--- config.mk ---
export PLATFORM = sky130hd
export DESIGN_NAME = seg_scan_ctrl
export DESIGN_NICKNAME = d
export VERILOG_FILES = /design/src/rtl/seg_pkg.sv /design/src/rtl/dwell_cnt.sv /design/src/rtl/seg_scan_ctrl.sv
export SDC_FILE = /design/constraint.sdc
export NUM_CORES = 1
export LEC_CHECK = 0
export BUFFER_PORTS_ARGS = -buffer_cell sky130_fd_sc_hd__buf_2
export CAP_MARGIN = 5
export CORE_MARGIN = 4
export CORE_UTILIZATION = 53
export DETAILED_ROUTE_END_ITERATION = 8
export GPL_ROUTABILITY_DRIVEN = 0
export PLACE_DENSITY_LB_ADDON = 0.2
export SETUP_SLACK_MARGIN = 0.02
export SLEW_MARGIN = 20
export SYNTH_ARGS = -nofsm -noshare
export SYNTH_HDL_FRONTEND = slang
export SYNTH_HIERARCHICAL = 1
export SYNTH_SLANG_ARGS = --single-unit
--- constraint.sdc ---
create_clock -name clk -period 2.6 [get_ports clk]
set_clock_uncertainty 0.15 [all_clocks]
set_input_delay 0.26 -clock clk [delete_from_list [all_inputs] [get_ports clk]]
set_output_delay 0.26 -clock clk [all_outputs]
set_load 0.03 [all_outputs]
--- src/rtl/seg_pkg.sv ---
// Shared types and digit-split helpers for the two-digit seven-segment scan controller.
package seg_pkg;

  typedef enum logic [2:0] {
    IDLE,
    SHOW_U,
    BLANK_U,
    SHOW_T,
    BLANK_T
  } scan_state_t;

  typedef logic [3:0] bcd_t;

  // Input is 0..15, so the tens digit is at most 1 and one compare replaces a divide.
  function automatic bcd_t tens_of(input logic [3:0] v);
    return (v >= 4'd10) ? 4'd1 : 4'd0;
  endfunction

  function automatic bcd_t units_of(input logic [3:0] v);
    return (v >= 4'd10) ? v - 4'd10 : v;
  endfunction

  function automatic int unsigned max_u(input int unsigned a, input int unsigned b);
    return (a > b) ? a : b;
  endfunction

endpackage

--- src/rtl/dwell_cnt.sv ---
// Loadable down-counter; tc is high while the count sits at zero.
module dwell_cnt #(
  parameter int unsigned W = 16
) (
  input  logic         clk,
  input  logic         rst_n,
  input  logic         clr,
  input  logic         load,
  input  logic [W-1:0] load_val,
  output logic         tc
);

  logic [W-1:0] cnt;

  always_ff @(posedge clk or negedge rst_n) begin
    if (!rst_n) begin
      cnt <= '0;
    end else if (clr) begin
      cnt <= '0;
    end else if (load) begin
      cnt <= load_val;
    end else if (cnt != '0) begin
      cnt <= cnt - W'(1);
    end
  end

  assign tc = (cnt == '0);

endmodule

--- src/rtl/seg_scan_ctrl.sv ---
// Two-digit display scanner: alternates units/tens anodes with dead-time and
// swaps in a new value only at the frame boundary (entry to SHOW_U).
module seg_scan_ctrl
  import seg_pkg::*;
#(
  parameter int unsigned DIGIT_CYC = 50000,
  parameter int unsigned BLANK_CYC = 500,
  parameter bit          LZ_BLANK  = 1'b1
) (
  input  logic       clk,
  input  logic       rst_n,
  input  logic       en,
  input  logic       load,
  input  logic [3:0] value,
  output logic [3:0] digit,
  output logic       an0,
  output logic       an1,
  output logic       frame_start
);

  localparam int unsigned CW        = $clog2(max_u(DIGIT_CYC, BLANK_CYC) + 1);
  localparam logic [CW-1:0] DIG_LD  = CW'(DIGIT_CYC - 1);
  localparam logic [CW-1:0] BLK_LD  = CW'((BLANK_CYC == 0) ? 0 : BLANK_CYC - 1);
  localparam bit            HAS_BLK = (BLANK_CYC != 0);

  scan_state_t   state, state_nxt;
  logic [3:0]    pend, shown, shown_nxt;
  logic          cnt_clr, cnt_load, enter_u, tc;
  logic [CW-1:0] cnt_val;

  // Counter holds (dwell - 1) on state entry, so tc marks the last cycle of the state.
  dwell_cnt #(.W(CW)) u_dwell (
    .clk      (clk),
    .rst_n    (rst_n),
    .clr      (cnt_clr),
    .load     (cnt_load),
    .load_val (cnt_val),
    .tc       (tc)
  );

  always_comb begin
    // NOTE: every signal gets a default before the case so no path can infer a latch.
    state_nxt = state;
    cnt_clr   = 1'b0;
    cnt_load  = 1'b0;
    cnt_val   = DIG_LD;
    enter_u   = 1'b0;
    if (!en) begin
      state_nxt = IDLE;
      cnt_clr   = 1'b1;
    end else begin
      unique case (state)
        IDLE: begin
          state_nxt = SHOW_U;
          cnt_load  = 1'b1;
          enter_u   = 1'b1;
        end
        SHOW_U: if (tc) begin
          cnt_load = 1'b1;
          if (HAS_BLK) begin
            state_nxt = BLANK_U;
            cnt_val   = BLK_LD;
          end else begin
            state_nxt = SHOW_T;
          end
        end
        BLANK_U: if (tc) begin
          state_nxt = SHOW_T;
          cnt_load  = 1'b1;
        end
        SHOW_T: if (tc) begin
          cnt_load = 1'b1;
          if (HAS_BLK) begin
            state_nxt = BLANK_T;
            cnt_val   = BLK_LD;
          end else begin
            state_nxt = SHOW_U;
            enter_u   = 1'b1;
          end
        end
        BLANK_T: if (tc) begin
          state_nxt = SHOW_U;
          cnt_load  = 1'b1;
          enter_u   = 1'b1;
        end
        default: state_nxt = IDLE;
      endcase
    end
  end

  // A load on the boundary edge goes straight to the display, bypassing pend.
  assign shown_nxt = enter_u ? (load ? value : pend) : shown;

  always_ff @(posedge clk or negedge rst_n) begin
    if (!rst_n) begin
      state       <= IDLE;
      pend        <= '0;
      shown       <= '0;
      digit       <= '0;
      an0         <= 1'b1;
      an1         <= 1'b1;
      frame_start <= 1'b0;
    end else begin
      // NOTE: non-blocking assignments so every flop samples pre-edge values.
      state       <= state_nxt;
      shown       <= shown_nxt;
      frame_start <= enter_u;
      if (load) pend <= value;
      unique case (state_nxt)
        SHOW_U: begin
          an0   <= 1'b0;
          an1   <= 1'b1;
          digit <= units_of(shown_nxt);
        end
        SHOW_T: begin
          an0   <= 1'b1;
          an1   <= LZ_BLANK && (tens_of(shown_nxt) == 4'd0);
          digit <= tens_of(shown_nxt);
        end
        default: begin
          an0 <= 1'b1;
          an1 <= 1'b1;
        end
      endcase
    end
  end

endmodule

==> results_dict.tcl <==
set metrics [dict create \
    finalNonFillerCells 285 \
    clock-sinks 34 \
    yosysWarnings 6 \
    clk_latency_ps 340 \
    hpwl_microns 2920 \
    tns_ps 0 \
    fmax_ghz 0.405 \
    async_flop_share_pct 100 \
    grt_pass1_vias 1521 \
    antenna_found_initial 0 \
    cts_made_buffers 5 \
    grtUsageTotal_pct 20.4 \
    synth_seq_cells 34 \
    fin_util_pct 67.0 \
    drive_gt1_share_pct 26.4 \
    drt-total-wl_microns 4120 \
    drv_slew 0 \
    worstMarginPinSlew_ps 745 \
    ys_seq_area_share_pct 44.7 \
    cts_root_buffer "clkbuf_4" \
    synth.avg_cell_area_sq_um 9.41 \
    p_per_area_nw_per_um2 1080 \
    postRouteAntennaNets 0 \
    min_path_type "in -> reg" \
    cts.path.max_buffers 2 \
    gr-total-overflow 0 \
    drc 0 \
    period_share_pct 95.0 \
    port_buffers 14 \
    area_growth_syn_to_layout_pct 19.7 \
    start_kind "register" \
    grt_max_degree 35 \
    grt_pass1_wl_microns 7000 \
    initial_core_util_pct 55.9 \
    first_iter_violations 79 \
    first_pass_iters 4 \
    boundaryPins 15 \
    cp_max_fo 6 \
    crit_required_ps 2680 \
    syn_inst 203 \
    status "completed" \
    clkTransAtPathRegs_ps 110 \
    vias 1567 \
    crit_arrival_ps 2550 \
    n_antenna_cell 0 \
    via_per_inst 5.50 \
    max-vdd-ir-drop_v 0.000461 \
    hold_viol 0 \
    power_leakage_uw 0.00107 \
    avgRoutedWirePerCell_microns 14.5 \
    dp_cells 272 \
    dpl_worst_slack_ps 67.8 \
    timing.final.ws_setup_ps 130 \
    h-tree-depth 2 \
    maxCapViolations 0 \
    synth.distinct_cells 52 \
    crit_path_end_kind "register" \
    n_fill_cell 285 \
    dieArea_sq_um 4630 \
    num_rows 21 \
    die_height_microns 68.0 \
    crit_type "reg -> reg" \
    synth_top_flop_cell "dfrtp_1" \
    die_w_microns 68.0 \
    period_minus_slack_ps 2470 \
    cts_tree "yes" \
    coreArea_sq_um 3420 \
    relSlewSlack_pct 50.3 \
    synth_edf_count 0 \
    finalSetupViolCount 0 \
    rsz0062_at_grt "true" \
    synthesis.area_sq_um 1910 \
    final_nets 248 \
]
==> report_power, final <==
part           switching, uW  internal, uW  total, uW
combinational            629           592       1220
clock                    176           185        361
sequential               198           701        899
total                   1000          1480       2480
==> registers in the layout (all words and copies together), names as in the netlist <==
register and count:
digit 4, shown 4, frame_start 1, pend 4, an0 1, an1 1, state 3, u_dwell/cnt 16
==> timing repair <==
item	in CTS	in global routing
gates resized for setup	0	8
setup buffers	0	4
endpoints found under the hold margin	32	0
setup endpoints to repair	0	18
hold buffers	1	0
==> metal layers <==
metal,GRT usage [%],up-vias,part of all wire (%),wire (microns)
met5,0,-,0,0
met1,24.8,762,43,1770
met4,8.19,0,2.3,95
met3,4.60,9,2.7,113
li1,-,772,-,-
met2,34.9,24,52,2140
==> cell usage after synthesis, types with 3 or more instances <==
cell | number | area [sq um]
a21oi_1 | 16 | 80.1
mux2i_1 | 5 | 50.1
and2_1 | 3 | 18.8
nor2_1 | 17 | 63.8
nor4_1 | 3 | 18.8
inv_1 | 15 | 56.3
nand3_1 | 3 | 15.0
buf_2 | 3 | 15.0
o211ai_1 | 3 | 22.5
a211oi_2 | 3 | 37.5
nand2_1 | 25 | 93.8
xnor2_1 | 10 | 87.6
nor3_2 | 3 | 30.0
xor2_1 | 4 | 35.0
clkbuf_1 | 3 | 11.3
nor3_1 | 7 | 35.0
dfrtp_1 | 32 | 801
a211oi_1 | 3 | 22.5
==> through the flow <==
step	total power, uW	area [sq um]	hold WS [ps]
final	2480	2290	43.2
after global routing	2680	2290	60.1
after CTS	2410	2220	28.9
after detailed placement	2030	2130	220
after global placement	1990	2130	210
after floorplan	1740	1960	-186
==> cells in the final DEF, fill, tap and decap left out, types with 2 or more instances in the layout <==
cell / instances
buf_4: 13
nor3_1: 7
a211oi_1: 2
xor2_1: 4
nor4_1: 2
dfstp_2: 2
buf_2: 14
a211o_1: 2
clkbuf_8: 3
xnor2_1: 10
nor2_1: 17
o211ai_1: 3
inv_1: 13
clkbuf_4: 5
or3_1: 2
dfrtp_1: 31
nand3_1: 3
or4_1: 2
nand4_1: 2
conb_1: 8
mux2_2: 2
nor3_2: 3
nand2_1: 24
mux2i_1: 5
a21oi_1: 16
a211oi_2: 4
a21boi_1: 2
inv_2: 3
and2_1: 3
a32o_1: 2
==> critical path, stage by stage (launching register included) <==
cell	delay, ps
dfrtp_1	400
inv_2	90
ha_4	160
nor4b_4	180
and4_4	260
nand2b_4	150
nand2_2	60
inv_2	70
nand2_1	60
and2_1	140
ha_1	190
inv_1	70
o311ai_1	100
a32o_2	280
==> layout make-up <==
type	instances	area (sq um)	share of cell area [%]
repair buffers	29	198	8.64
multi-input cells	152	1040	45.4
flip-flops and latches	34	855	37.4
clock buffers	8	78.8	3.45
inverters	16	60.1	2.63
well taps	46	57.6	2.52
==> cells by family (layout without fill, tap and decap cells) <==
logic type / count (synthesis) / after routing / share of synthesized area (%)
AOI/OAI and AO/OA: 41 / 41 / 15.4
xor gates and xnor gates: 14 / 14 / 6.42
adders and majority gates: 3 / 3 / 1.83
buffers and inverters: 23 / 53 / 4.91
DFF: 34 / 34 / 44.7
muxes: 7 / 7 / 3.80
other: 2 / 8 / 0.393
and+or+nand+nor: 79 / 79 / 22.6
==> worst paths after layout <==
check	startpoint	end	slack, ps	depth (start not counted)
setup / recovery	u_dwell/cnt[1]	digit[3]	130	13
setup reg to reg	u_dwell/cnt[1]	digit[3]	130	13
hold / removal	value[0]	pend[0]	40	3
min in group asynchronous	rst_n	u_dwell/cnt[9]	360	2
max in group asynchronous	rst_n	u_dwell/cnt[0]	1430	2
hold reg to reg	digit[3]	digit[3]	350	1
No activity file was read; power rests on OpenSTA's default activity.
